### src/rtl/uart_tx_dev.sv
// uart_tx_dev: memory-mapped 8N1 UART transmitter with an 8-entry byte FIFO.
//
// The CPU writes bytes into the FIFO through the DATA word. The transmitter
// pops them and sends each one as a frame on TxD: a start bit, eight data
// bits LSB first, then a stop bit. Each bit lasts DIV clock cycles. IRQ is a
// level interrupt that stays high while the transmitter has drained and
// interrupts are enabled.
//
// Ports:
//   clk    system clock; all state changes on its rising edge
//   reset  asynchronous, active-high reset
//   Addr   word select: 0 DATA, 1 STATUS, 2 CTRL, 3 DIV
//   WE     write strobe, already qualified with device select
//   WD     write data
//   RD     combinational read data for Addr (reads have no side effects)
//   TxD    registered serial output, idles high
//   IRQ    ie & empty & ~busy
//
// Bus handshake: there is no valid/ready pair. A write takes effect on the
// rising edge where WE is high, so every write is accepted in one cycle.
// A DATA write that finds the FIFO full is dropped and sets the sticky ovf
// flag instead.
module uart_tx_dev #(
  parameter int BAUD_DIV   = 2604,
  parameter int FIFO_DEPTH = 8
) (
  input  logic        clk,
  input  logic        reset,
  input  logic [3:2]  Addr,
  input  logic        WE,
  input  logic [31:0] WD,
  output logic [31:0] RD,
  output logic        TxD,
  output logic        IRQ
);

  localparam int PW = $clog2(FIFO_DEPTH);
  localparam int CW = PW + 1;

  typedef enum logic [1:0] {
    ST_IDLE  = 2'd0,
    ST_START = 2'd1,
    ST_DATA  = 2'd2,
    ST_STOP  = 2'd3
  } state_t;

  state_t        state_q, state_d;
  logic [7:0]    mem_q [FIFO_DEPTH];
  logic [7:0]    mem_d [FIFO_DEPTH];
  logic [PW-1:0] rd_ptr_q, rd_ptr_d;
  logic [PW-1:0] wr_ptr_q, wr_ptr_d;
  logic [CW-1:0] count_q, count_d;
  logic          ovf_q, ovf_d;
  logic          ie_q, ie_d;
  logic [15:0]   div_q, div_d;
  logic [15:0]   cur_div_q, cur_div_d;   // divisor latched at the start of the current bit
  logic [15:0]   baud_cnt_q, baud_cnt_d;
  logic [2:0]    bit_idx_q, bit_idx_d;
  logic [7:0]    shift_q, shift_d;
  logic          txd_q, txd_d;

  logic          full, empty, busy;
  logic          data_wr, push, pop, bit_end;
  logic          wd_unused;

  assign wd_unused = ^WD[31:16];

  assign full    = (count_q == CW'(FIFO_DEPTH));
  assign empty   = (count_q == '0);
  assign busy    = (state_q != ST_IDLE);
  assign data_wr = WE && (Addr == 2'd0);
  // Acceptance depends only on occupancy before the edge: a pop on the
  // same edge does not make room for a write that finds the FIFO full.
  assign push    = data_wr && !full;
  assign bit_end = (baud_cnt_q == cur_div_q - 16'd1);

  // Transmit FSM next state
  always_comb begin
    state_d    = state_q;
    baud_cnt_d = baud_cnt_q + 16'd1;
    cur_div_d  = cur_div_q;
    bit_idx_d  = bit_idx_q;
    shift_d    = shift_q;
    pop        = 1'b0;
    case (state_q)
      ST_IDLE: begin
        baud_cnt_d = '0;
        if (!empty) begin
          pop       = 1'b1;
          shift_d   = mem_q[rd_ptr_q];
          cur_div_d = div_q;
          state_d   = ST_START;
        end
      end
      ST_START: begin
        if (bit_end) begin
          baud_cnt_d = '0;
          cur_div_d  = div_q;
          bit_idx_d  = 3'd0;
          state_d    = ST_DATA;
        end
      end
      ST_DATA: begin
        if (bit_end) begin
          baud_cnt_d = '0;
          cur_div_d  = div_q;
          shift_d    = shift_q >> 1;
          if (bit_idx_q == 3'd7) begin
            state_d = ST_STOP;
          end else begin
            bit_idx_d = bit_idx_q + 3'd1;
          end
        end
      end
      ST_STOP: begin
        if (bit_end) begin
          baud_cnt_d = '0;
          cur_div_d  = div_q;
          // A queued byte starts its start bit right away, with no idle gap.
          if (!empty) begin
            pop     = 1'b1;
            shift_d = mem_q[rd_ptr_q];
            state_d = ST_START;
          end else begin
            state_d = ST_IDLE;
          end
        end
      end
      default: begin
        state_d    = ST_IDLE;
        baud_cnt_d = '0;
      end
    endcase

    // TxD is registered from the state being entered, so it changes on the
    // same edge as the state.
    case (state_d)
      ST_START: txd_d = 1'b0;
      ST_DATA:  txd_d = shift_d[0];
      default:  txd_d = 1'b1;
    endcase
  end

  // FIFO and register file next state
  always_comb begin
    mem_d    = mem_q;
    rd_ptr_d = rd_ptr_q;
    wr_ptr_d = wr_ptr_q;
    count_d  = count_q + CW'(push) - CW'(pop);
    ovf_d    = ovf_q;
    ie_d     = ie_q;
    div_d    = div_q;

    if (push) begin
      mem_d[wr_ptr_q] = WD[7:0];
      wr_ptr_d        = wr_ptr_q + PW'(1);
    end
    if (pop) begin
      rd_ptr_d = rd_ptr_q + PW'(1);
    end

    if (data_wr && full) begin
      ovf_d = 1'b1;
    end else if (WE && (Addr == 2'd1) && WD[3]) begin
      ovf_d = 1'b0;
    end
    if (WE && (Addr == 2'd2)) begin
      ie_d = WD[0];
    end
    if (WE && (Addr == 2'd3)) begin
      // A divisor below 2 would leave no room for the counter to count.
      div_d = (WD[15:0] < 16'd2) ? 16'd2 : WD[15:0];
    end
  end

  always_ff @(posedge clk or posedge reset) begin
    if (reset) begin
      state_q    <= ST_IDLE;
      for (int i = 0; i < FIFO_DEPTH; i++) mem_q[i] <= '0;
      rd_ptr_q   <= '0;
      wr_ptr_q   <= '0;
      count_q    <= '0;
      ovf_q      <= 1'b0;
      ie_q       <= 1'b0;
      div_q      <= 16'(BAUD_DIV);
      cur_div_q  <= 16'(BAUD_DIV);
      baud_cnt_q <= '0;
      bit_idx_q  <= '0;
      shift_q    <= '0;
      txd_q      <= 1'b1;
    end else begin
      state_q    <= state_d;
      mem_q      <= mem_d;
      rd_ptr_q   <= rd_ptr_d;
      wr_ptr_q   <= wr_ptr_d;
      count_q    <= count_d;
      ovf_q      <= ovf_d;
      ie_q       <= ie_d;
      div_q      <= div_d;
      cur_div_q  <= cur_div_d;
      baud_cnt_q <= baud_cnt_d;
      bit_idx_q  <= bit_idx_d;
      shift_q    <= shift_d;
      txd_q      <= txd_d;
    end
  end

  always_comb begin
    case (Addr)
      2'd1:    RD = {23'd0, 5'(count_q), ovf_q, empty, full, busy};
      2'd2:    RD = {31'd0, ie_q};
      2'd3:    RD = {16'd0, div_q};
      default: RD = 32'd0;
    endcase
  end

  assign TxD = txd_q;
  assign IRQ = ie_q & empty & ~busy;

endmodule
### config.mk
export PLATFORM = sky130hd
export DESIGN_NAME = uart_tx_dev
export DESIGN_NICKNAME = d
export VERILOG_FILES = /design/src/rtl/uart_tx_dev.sv
export SDC_FILE = /design/constraint.sdc
export NUM_CORES = 1
export LEC_CHECK = 0
export BUFFER_PORTS_ARGS = -buffer_cell sky130_fd_sc_hd__buf_2
export CORE_ASPECT_RATIO = 1.5
export CORE_MARGIN = 2
export CORE_UTILIZATION = 25
export CTS_BUF_LIST = sky130_fd_sc_hd__clkbuf_16
export CTS_CLUSTER_SIZE = 24
export DETAILED_ROUTE_END_ITERATION = 8
export PLACE_DENSITY = 0.38
export SLEW_MARGIN = 25
export SYNTH_ARGS = -nofsm -noshare
export SYNTH_HDL_FRONTEND = slang
export SYNTH_SLANG_ARGS = --single-unit
### constraint.sdc
create_clock -name clk -period 6.03 [get_ports clk]
set_input_delay 0.3015 -clock clk [delete_from_list [all_inputs] [get_ports clk]]
set_output_delay 0.3015 -clock clk [all_outputs]
set_load 0.02 [all_outputs]
Word level (Yosys, flattened, before mapping)
Index checks and enable logic that the tools add are counted.

operators by class
  add/subtract/negate cells = 7
  order comparisons = 4
  equality and inequality tests = 17
  mux-type cells = 34
  bitwise gates (word level) = 5
  reduce and logical (&&, ||, !) cells = 20

operator list
  kind                   count
  $bwmux 64              1
  $mux 16                4
  $pmux 16 s2            2
  $mux 8                 6
  $pmux 16 s3            1
  $bmux 8 s3             1
  $demux 8 s3            1
  $pmux 8 s3             1
  $add 16x1->16 const B  1
  $eq 16x16->1           1
  $lt 16x2->1 const B    1
  $sub 16x1->16 const B  1
  $eq 2x2->1 const B     5
  $mux 2                 5
  $ne 2x2->1 const B     5
  $add 3x1->3 const B    3
  $mux 3                 3
  $ge 4x4->1 const B     2
  $logic_and 1x1->1      8
  $not 3->4              2
  $pmux 2 s4             1
  $eq 2x1->1 const B     3
  $pmux 3 s2             1
  $reduce_bool 2->1      3
  18 further kinds       25

word-level totals
  bits in registers = 138
  input port bits = 37
  output and inout bits = 34
  logic and storage cells = 108

Logic depth before layout (Yosys ltp)
Gate-level depths: netlist of the first run.

  word-level depth = 8
  depth in mapped cells = 19
  mapped depth without buffers = 17

Worst setup path after synthesis of the first run
No wires, ideal clock.

  kind = reg-to-reg
  start point = reg cur_div_q[0]
  end point = reg count_q[2]
  arrival time = 3692 ps
  data required time = 5907 ps
  setup slack = 2215 ps
  cell stages (with the launch flop) = 19
  buffers on the path = 2
  path through = dfrtp_1 -> inv_1 -> ha_1 -> or3b_2 -> clkbuf_1 -> a2111oi_0 -> a21oi_1 -> a21oi_1 -> nor2_1 -> nor4b_4 -> a21o_1 -> buf_2 -> nand2_1 -> inv_1 -> ha_1 -> inv_1 -> ha_1 -> fa_1 -> xor2_1

between the ends
  longest elaborated chain between the ends = 5

RTL lines
  element                 RTL line  source
  from (decl)             56        logic [15:0] cur_div_q, cur_div_d;
  from (signal assigned)  186       cur_div_q <= 16'(BAUD_DIV);
  from (signal assigned)  200       cur_div_q <= cur_div_d;
  $sub 16x1->16           75        assign bit_end = (baud_cnt_q == cur_div_q - 16'd1);
  $eq 16x16->1            75
  $mux 1                  116       if (bit_end) begin
  $pmux 1 s2              85        case (state_q)
  net pop                 63        logic data_wr, push, pop, bit_end;
  $sub 4x1->4             149       count_d = count_q + CW'(push) - CW'(pop);
  net count_d[2]          52        logic [CW-1:0] count_q, count_d;
  to (signal assigned)    196       count_q <= count_d;
  to (decl)               52

The timed path passes the listed nets, and every way through them passes these cells.
A chain may end at the register's enable or synchronous reset.

Worst setup path after layout of the first run
  start point = reg cur_div_q[0]
  end point = reg count_q[3]

The elaborated chain is that of the path after synthesis.

==> key figures, run 1 <==
Clocking
  • Cts hold-fix bufs: 1
  • TritonCTS Buffers: 17
  • CTS resizes: 0
  • CTS tree: built
  • Number of buffers added for setup after CTS: 0
  • Clock transition at the registers of the reported paths: 0.06 ns
  • H-tree depth: 4
  • # clock sinks: 138
  • Max clock buf depth: 2
  • Root Driver: clkbuf_16
  • Clock Latency Late Sink: 0.42 ns

Synthesis
  • Post-synth EDFFs: 0
  • Proportion of synthesized area in mux cells: 0.213
  • Mapped Area: 0.00747 mm2
  • Synth cell types: 59
  • Synth Instances: 644
  • Seq/Total Area, Yosys: 0.464
  • Synth Area in Compound Gates: 0.0649
  • FF+latch count, synth: 138
  • Yosys Warn Count: 0
  • Synth Area in Adders: 0.0328
  • Simple-Gate Fraction of Synth Area: 0.127
  • Largest family of logic cells by synthesized area: multiplexers
  • XOR/XNOR share of the synthesized area: 0.0480
  • Async SR Flop Fraction: 1.00
  • Top FF cell, synth: dfrtp_1
  • Syn_area_per_cell: 11.6 um2

Critical path
  • Kind of critical path: reg2reg
  • Startpoint Class: flip-flop
  • CP Max Fanout: 9
  • Crit. End Element: flip-flop
  • Required @ worst endpoint: 6.37 ns
  • Critical Path AT: 4.83 ns

STA
  • Fmax: 223 MHz
  • Period utilization: 0.745
  • RSZ-0062 raised after global routing: false
  • Worst slew margin: 0.339
  • Setup total negative slack: 0 ns
  • Final hold violation count: 0
  • Crit path time final: 4.49 ns
  • Final setup viols: 0
  • Pins Over Slew Limit: 0
  • Final Skew: 0.0101 ns
  • Worst slew pin tran: 0.992 ns

Layout
  • Layout fillers: 3101
  • Commonest non-fill, non-tap cell in the layout: dfrtp_1
  • P&R area growth vs syn: 14.7%
  • Post-layout util: 0.291
  • # diodes: 0
  • Most frequent cells in the layout: dfrtp_1, mux2_2, nand2_1, buf_2, nor2_1
  • Nets: 724
  • Layout cells sized above 1: 0.314

Drt
  • DR WL/cell: 17.4 um
  • Antenna Violating Nets Remaining: 0
  • Vias per inst: 4.58
  • Total Wirelength: 18.8 mm
  • # DRC: 0
  • DRT Pass-1 Iters: 4
  • Initial DRC count: 187
  • Via Count: 4923

Global route
  • Largest net degree at the start of global routing: 77
  • Vias in the first global route: 5302
  • Antenna violations before repair: 2
  • Global-route wire length before repair: 30.3 mm
  • GRT Overall Usage: 0.126
  • Total grt overflow: 0

Floorplan
  • Ports: 71
  • Die width: 145 um
  • Initial Util: 0.254
  • Core ar.: 0.0295 mm2
  • Site Rows: 77
  • Die Ht: 216 um
  • Die area: 0.0313 mm2

Placed design
  • DP HPWL: 13.8 mm
  • PortBufs: 38
  • GPL Wtd Cong: 0.734

Power
  • Peak supply drop: 0.204 mV
  • Static Leak: 3.73 nW
  • PwrDens: 465 mW/mm2

Status
  • Status: complete, no violations

Min path
  • HP Class: in2reg

Run
  • Total of max-cap violations: 0
-- Yosys cell counts (16+ instances only) --
| cell | count | area (um2) |
|---|---|---|
| xor2_1 | 18 | 158 |
| ha_1 | 18 | 225 |
| nand2_1 | 41 | 154 |
| dfrtp_1 | 127 | 3180 |
| buf_4 | 17 | 128 |
| nor2_1 | 36 | 135 |
| mux2i_1 | 16 | 160 |
| o21ai_0 | 25 | 125 |
| mux2_2 | 93 | 1050 |
| xnor2_1 | 23 | 201 |
| inv_1 | 19 | 71.3 |
| clkbuf_1 | 21 | 78.8 |
-- final timing paths --
kind                                               start  cells after the start                  endpoint  slack (ns)
worst min register to register      mem_q[1]$_DFFE_PP0P_                      2      mem_q[1]$_DFFE_PP0P_        0.49
max in group asynchronous                          reset                      4  bit_idx_q[0]$_DFFE_PP0P_        4.39
min in group asynchronous                          reset                      3   wr_ptr_q[1]$_DFFE_PP0P_        0.49
worst max-delay path            cur_div_q[0]$_DFFE_PP0P_                     17      count_q[3]$_DFF_PP0_        1.54
worst min-delay path                              WD[12]                      2     div_q[12]$_DFFE_PP0P_        0.13
worst max register to register  cur_div_q[0]$_DFFE_PP0P_                     17      count_q[3]$_DFF_PP0_        1.54
-- state kept, by name, indices dropped and copies added, names as in the netlist, 2 cells and up --
| signal | count |
|---|---|
| mem_q | 64 |
| rd_ptr_q | 3 |
| shift_q | 8 |
| baud_cnt_q | 16 |
| wr_ptr_q | 3 |
| bit_idx_q | 3 |
| div_q | 16 |
| state_q | 2 |
| count_q | 4 |
| cur_div_q | 16 |
-- routing by layer --
| layer | part of all wire | global-route usage |
|---|---|---|
| met1 | 0.40 | 0.140 |
| met2 | 0.55 | 0.235 |
| met3 | 0.029 | 0.0298 |
| met4 | 0.017 | 0.0444 |
| met5 | 0.0012 | 0 |
-- where the power goes --
| group | leakage (nW) | switching, W | internal [W] |
|---|---|---|---|
| combinational | 1.69 | 0.000644 | 0.000693 |
| clock | 0.298 | 0.000433 | 0.000619 |
| sequential | 1.74 | 0.000326 | 0.00127 |
-- layout make-up --
type / count / area (um2) / share of cell area
multi-input combinational: 448 / 3700 / 0.432
timing repair buffer: 44 / 241 / 0.0282
clock inverter: 15 / 166 / 0.0194
inverter: 19 / 76.3 / 0.00891
sequential: 138 / 3470 / 0.405
tap: 395 / 494 / 0.0577
clock buffer: 17 / 425 / 0.0496
-- metrics by stage --
stage / instances / hold slack (ns) / total power [W] / instance area, um2 / setup WS, ns
after CTS: 1076 / 0.108 / 0.00405 / 8560 / 1.44
after global placement: 1043 / 0.422 / 0.00292 / 7960 / 1.53
after detailed placement: 1043 / 0.430 / 0.00298 / 7960 / 1.47
after floorplan: 659 / 0.445 / 0.00264 / 7530 / 2.05
final: 1076 / 0.134 / 0.00398 / 8570 / 1.54
after global routing: 1076 / 0.112 / 0.00427 / 8570 / 1.17
-- kinds of logic (layout without fill, tap and decap cells) --
logic type	after synthesis	after routing
AOI/OAI and AO/OA	74	74
xor gates and xnor gates	41	41
adders and majority gates	19	19
buffers and inverters	73	95
DFF	138	138
muxes	127	127
other	1	16
and+or+nand+nor	171	171
-- critical path: stages (launching register included) --
cell and delay [ns]:
dfrtp_1 0.44, inv_1 0.09, ha_1 0.24, or3b_2 0.58, o41ai_2 0.34, nand4_1 0.14
nor3_1 0.20, nand2_1 0.11, nor4b_4 0.56, a21o_1 0.39, nand2_1 0.23, inv_1 0.10
ha_1 0.14, inv_1 0.06, ha_1 0.27, a21o_1 0.18, a21oi_1 0.18, xor2_1 0.15
Note: power is estimated with default switching activity, not from simulation.
==> run 2, diff against run 1 <==
--- a/config.mk
+++ b/config.mk
@@ -12,7 +12,7 @@
 export CTS_BUF_LIST = sky130_fd_sc_hd__clkbuf_16
 export CTS_CLUSTER_SIZE = 24
 export DETAILED_ROUTE_END_ITERATION = 8
-export PLACE_DENSITY = 0.38
+export PLACE_DENSITY = 0.4
 export SLEW_MARGIN = 25
 export SYNTH_ARGS = -nofsm -noshare
 export SYNTH_HDL_FRONTEND = slang
==> constraint.sdc (replaced) <==
create_clock -name clk -period 4.07 [get_ports clk]
set_input_delay 0.2035 -clock clk [delete_from_list [all_inputs] [get_ports clk]]
set_output_delay 0.2035 -clock clk [all_outputs]
set_load 0.02 [all_outputs]
==> key figures, run 2 (synthesized netlist as in run 1, its figures left out) <==
Clocking
  • Cts hold-fix bufs: 0 (-1)
  • H-tree depth: 4 (unchanged)
  • TritonCTS Buffers: 17 (unchanged)
  • # clock sinks: 138 (unchanged)
  • Clock transition at the registers of the reported paths: 0.06 ns (about the same)
  • Clock Latency Late Sink: 0.42 ns (about the same)
  • Max clock buf depth: 2 (unchanged)
  • Number of buffers added for setup after CTS: 0 (unchanged)
  • CTS tree: built
  • CTS resizes: 0 (unchanged)
  • Root Driver: clkbuf_16

Placed design
  • GPL Wtd Cong: 0.819 (+12%)
  • DP HPWL: 13.9 mm (+1.2%)
  • PortBufs: 38 (unchanged)

Floorplan
  • Initial Util: 0.254 (unchanged)
  • Die area: 0.0313 mm2 (unchanged)
  • Core ar.: 0.0295 mm2 (unchanged)
  • Site Rows: 77 (unchanged)
  • Ports: 71 (unchanged)
  • Die width: 145 um (unchanged)
  • Die Ht: 216 um (unchanged)

Layout
  • # diodes: 0 (unchanged)
  • Layout cells sized above 1: 0.326 (+0.0118)
  • Commonest non-fill, non-tap cell in the layout: dfrtp_1
  • Most frequent cells in the layout: dfrtp_1, mux2_2, nand2_1, buf_2, nor2_1
  • Nets: 734 (+1.4%)
  • Post-layout util: 0.293 (+0.00276)
  • P&R area growth vs syn: 15.8%
  • Reg with most FFs: mem_q
  • Max reg flops: 64 (unchanged)

Critical path
  • Critical Path AT: 4.15 ns (-0.68 ns)
  • Kind of critical path: reg2reg
  • Startpoint Class: flip-flop
  • Crit. End Element: flip-flop
  • Required @ worst endpoint: 4.42 ns (-1.95 ns)
  • CP Max Fanout: 7 (-2)

STA
  • Final Skew: 0.0115 ns (+0.00145 ns)
  • Setup total negative slack: 0 ns (unchanged)
  • Worst slew pin tran: 0.994 ns (+0.00244 ns)
  • Final setup viols: 0 (unchanged)
  • Worst slew margin: 0.335 (-0.00407)
  • Hold Worst Slack: -0.0826 ns (-0.216 ns)
  • Final hold violation count: 41 (+41)
  • RSZ-0062 raised after global routing: false
  • Pins Over Slew Limit: 0 (unchanged)
  • Fmax: 263 MHz (+18%)
  • Period utilization: 0.935 (+0.190)
  • Crit path time final: 3.81 ns (-0.687 ns)

Global route
  • Vias in the first global route: 5448 (+2.8%)
  • Antenna violations before repair: 0 (-2)
  • GRT Overall Usage: 0.126 (-0.000265)
  • Global-route wire length before repair: 30.4 mm (+0.29%)
  • Largest net degree at the start of global routing: 117 (+52%)
  • Total grt overflow: 0 (unchanged)

Status
  • Failing checks: negative hold slack
  • Status: finished with violations

Drt
  • DR WL/cell: 17.7 um (+1.6%)
  • DRT Pass-1 Iters: 5 (+1)
  • Via Count: 5057 (+2.7%)
  • Vias per inst: 4.66 (+1.9%)
  • Total Wirelength: 19.2 mm (+2.5%)
  • Initial DRC count: 225 (+20%)
  • Antenna Violating Nets Remaining: 0 (unchanged)
  • # DRC: 0 (unchanged)

Power
  • Static Leak: 3.77 nW (+1.2%)
  • PwrDens: 692 mW/mm2 (+49%)
  • Peak supply drop: 0.282 mV (+38%)

Min path
  • HP Class: in2async

Run
  • Total of max-cap violations: 0 (unchanged)
run 2: changes by cell type in the layout (fill, tap and decap cells not counted), sizes merged:
cell / delta
clkinv: -1
inv: -3
dlygate4sd3: -1
clkinvlp: +2
bufinv: +1
buf: +11
run 2: stage by stage:
step	power, W	hold WS (ns)	setup slack, ns	cells	instance area (um2)
2_1_floorplan	0.00391	0.354	0.189	659	7530
3_3_place_gp	0.00438	0.450	0.149	1054	8040
3_5_place_dp	0.00446	0.460	0.0792	1054	8040
4_1_cts	0.00607	0.0239	0.0569	1085	8640
5_1_grt	0.00640	0.0108	0.0166	1085	8650
6_report	0.00598	-0.0826	0.264	1085	8650
run 2: final timing paths:
kind                                               start                        end  slack, ns  cells past startpoint
worst min register to register     mem_q[33]$_DFFE_PP0P_      mem_q[33]$_DFFE_PP0P_       0.48                      2
max in group asynchronous                          reset  cur_div_q[11]$_DFFE_PP1P_       3.24                      3
worst max-delay path            cur_div_q[0]$_DFFE_PP0P_       count_q[3]$_DFF_PP0_       0.26                     17
worst max register to register  cur_div_q[0]$_DFFE_PP0P_       count_q[3]$_DFF_PP0_       0.26                     17
min in group clk                                  WD[15]      div_q[15]$_DFFE_PP0P_       0.05                      2
worst min-delay path                               reset      mem_q[45]$_DFFE_PP0P_      -0.08                      2
run 2: per-layer routing:
layer,wire [um],part of all wire,up-vias,GRT usage
met5,0,0,-,0
met4,543,0.028,0,0.0500
met3,412,0.021,36,0.0241
met2,10800,0.56,96,0.246
met1,7460,0.39,2601,0.132
li1,-,-,2324,-
run 2: worst max-delay path, cell delays in order, from the launching register on:
cell	delay, ns
dfrtp_1	0.44
inv_1	0.08
ha_2	0.22
or3b_4	0.45
o41ai_2	0.35
nand4_1	0.17
nor3_2	0.22
nand2_1	0.11
nor4b_4	0.34
a21o_1	0.20
nand2_2	0.11
inv_1	0.08
ha_1	0.13
inv_1	0.06
ha_1	0.28
a21o_1	0.18
a21oi_1	0.18
xor2_1	0.15
run 2: power by group:
group | switching (W) | internal [W]
sequential | 0.000449 | 0.00188
clock | 0.000614 | 0.000964
combinational | 0.00100 | 0.00108
total | 0.00206 | 0.00392
run 2: cell type report:
type | count | area [um2]
Clock buffer | 17 | 425
Tap cell | 395 | 494
Fill cell | 3069 | 20800
Clock inverter | 14 | 171
Sequential cell | 138 | 3470
Inverter | 19 | 78.8
Multi-Input combinational cell | 448 | 3700
Timing Repair Buffer | 54 | 310
==> run 3, diff against run 2 <==
--- a/config.mk
+++ b/config.mk
@@ -8,11 +8,11 @@
 export BUFFER_PORTS_ARGS = -buffer_cell sky130_fd_sc_hd__buf_2
 export CORE_ASPECT_RATIO = 1.5
 export CORE_MARGIN = 2
-export CORE_UTILIZATION = 25
+export CORE_UTILIZATION = 54
 export CTS_BUF_LIST = sky130_fd_sc_hd__clkbuf_16
 export CTS_CLUSTER_SIZE = 24
 export DETAILED_ROUTE_END_ITERATION = 8
-export PLACE_DENSITY = 0.4
+export PLACE_DENSITY = 0.75
 export SLEW_MARGIN = 25
 export SYNTH_ARGS = -nofsm -noshare
 export SYNTH_HDL_FRONTEND = slang
==> key figures, run 3 (synthesized netlist as in run 1, its figures left out) <==
Status
  • Status: complete, no violations

Global route
  • Antenna violations before repair: 0 (unchanged)
  • GRT Overall Usage: 0.235 (+0.108)
  • Largest net degree at the start of global routing: 109 (-6.8%)
  • Global-route wire length before repair: 26.5 mm (-13%)
  • Total grt overflow: 0 (unchanged)
  • Vias in the first global route: 5247 (-3.7%)

Clocking
  • TritonCTS Buffers: 17 (unchanged)
  • # clock sinks: 138 (unchanged)
  • H-tree depth: 4 (unchanged)
  • Root Driver: clkbuf_16
  • Max clock buf depth: 2 (unchanged)
  • CTS tree: built
  • Clock transition at the registers of the reported paths: 0.07 ns (about the same)
  • Clock Latency Late Sink: 0.42 ns (about the same)

Placed design
  • GPL Wtd Cong: 0.825 (+0.70%)
  • DP HPWL: 11.8 mm (-15%)
  • Post-Place Cells: 819 (-22%)
  • PortBufs: 38 (unchanged)

Drt
  • # DRC: 0 (unchanged)
  • Initial DRC count: 272 (+21%)
  • DR WL/cell: 19.3 um (+8.6%)
  • DR top layer: met4
  • Antenna Violating Nets Remaining: 0 (unchanged)
  • M1 WL: 6.13 mm (-18%)
  • Vias per inst: 5.94 (+27%)
  • Via Count: 5060 (+0.059%)
  • Met2 WL post-DR: 9.37 mm (-13%)
  • Total Wirelength: 16.4 mm (-15%)
  • DRT Pass-1 Iters: 4 (-1)
  • Routed wl met3: 477 um (+16%)

Critical path
  • Required @ worst endpoint: 4.38 ns (-0.04 ns)
  • CP Max Fanout: 8 (+1)
  • Kind of critical path: reg2reg
  • R2r setup slk: 0.17 ns (-0.10 ns)
  • Critical Path AT: 4.21 ns (+0.06 ns)
  • Crit. End Element: flip-flop
  • Startpoint Class: flip-flop

Floorplan
  • Die Ht: 148 um (-31%)
  • Ports: 71 (unchanged)
  • Die area: 0.0148 mm2 (-53%)
  • Initial Util: 0.552 (+0.299)
  • Die width: 100 um (-31%)
  • Core ar.: 0.0135 mm2 (-54%)
  • Site Rows: 52 (-32%)

Layout
  • Reg with most FFs: mem_q
  • Layout fillers: 1068 (-65%)
  • P&R area growth vs syn: 11.6%
  • Layout cells sized above 1: 0.323 (-0.00290)
  • Commonest non-fill, non-tap cell in the layout: dfrtp_1
  • Max reg flops: 64 (unchanged)
  • Most frequent cells in the layout: dfrtp_1, mux2_2, nand2_1, buf_2, nor2_1
  • Nets: 733 (-0.14%)
  • Final Instance Count excl. Fillers: 852 (-21%)
  • # diodes: 0 (unchanged)

Power
  • Tot Pwr: 0.00592 W (-1.1%)
  • PwrDens: 710 mW/mm2 (+2.6%)
  • Peak supply drop: 0.423 mV (+50%)
  • Static Leak: 3.77 nW (-0.18%)

STA
  • Final hold violation count: 0 (-100%)
  • Hold Worst Slack: 0.0300 ns (+0.113 ns)
  • Fmax: 256 MHz (-2.4%)
  • Worst slew margin: 0.405 (+0.0704)
  • Final setup viols: 0 (unchanged)
  • Final Skew: 0.0109 ns (-0.000641 ns)
  • RSZ-0062 raised after global routing: false
  • Crit path time final: 3.90 ns (+0.0952 ns)
  • Worst slew pin tran: 0.889 ns (-0.105 ns)
  • Period utilization: 0.959 (+0.0234)
  • Setup total negative slack: 0 ns (unchanged)
  • Pins Over Slew Limit: 0 (unchanged)

Run
  • Total of max-cap violations: 0 (unchanged)

Min path
  • HP Class: in2reg
-- run 3: area by class of cell --
| type | instances | area (um2) | share of cell area |
|---|---|---|---|
| clock buffer | 17 | 425 | 0.0510 |
| clock inverter | 15 | 163 | 0.0195 |
| inverter | 19 | 78.8 | 0.00945 |
| multi-input combinational | 448 | 3700 | 0.443 |
| sequential | 138 | 3470 | 0.416 |
| tap | 162 | 203 | 0.0243 |
| timing repair buffer | 53 | 305 | 0.0366 |
-- run 3: worst paths after layout --
kind,start,endpoint,depth (start not counted)
worst min-delay path,WD[11],div_q[11]$_DFFE_PP1P_,2
worst min register to register,mem_q[1]$_DFFE_PP0P_,mem_q[1]$_DFFE_PP0P_,2
worst max-delay path,cur_div_q[0]$_DFFE_PP0P_,count_q[2]$_DFF_PP0_,13
min in group asynchronous,reset,mem_q[13]$_DFFE_PP0P_,3
worst max register to register,cur_div_q[0]$_DFFE_PP0P_,count_q[2]$_DFF_PP0_,13
max in group asynchronous,reset,cur_div_q[11]$_DFFE_PP1P_,4
-- run 3: what timing repair did --
item / 4_1_cts / 5_1_grt
hold buffers: 0 / 1
buffers inserted: 0 / 0
setup endpoints to repair: 0 / 2
resized for setup: 0 / 2
hold endpoints to repair: 0 / 24
-- run 3: stage by stage --
stage / setup WS [ns] / utilization / cell area [um2]
after global routing: 0.0443 / 0.616 / 8340
after detailed placement: 0.167 / 0.572 / 7730
after CTS: 0.156 / 0.615 / 8320
after global placement: 0.267 / 0.571 / 7730
after floorplan: 0.189 / - / 7530
final: 0.169 / 0.616 / 8340
-- run 3: critical path: stages, from the launching register on --
cell	delay, ns
dfrtp_1	0.44
or4_1	0.74
nor4_4	0.38
mux2_2	0.39
a21oi_2	0.26
nor4b_4	0.09
a21o_1	0.21
nand2_1	0.14
inv_1	0.06
ha_1	0.27
inv_1	0.04
ha_1	0.20
fa_1	0.39
xor2_1	0.17
-- run 3: layer usage --
| metal | GRT usage | vias up |
|---|---|---|
| met2 | 0.446 | 117 |
| met5 | 0 | - |
| met3 | 0.0395 | 30 |
| met4 | 0.0945 | 0 |
| met1 | 0.253 | 2592 |
| li1 | - | 2321 |
-- run 3: where the power goes --
part           internal [W]  total [W]  switching [W]
Combinational       0.00107    0.00203       0.000967
Clock              0.000831    0.00154       0.000709
Sequential          0.00188    0.00234       0.000466
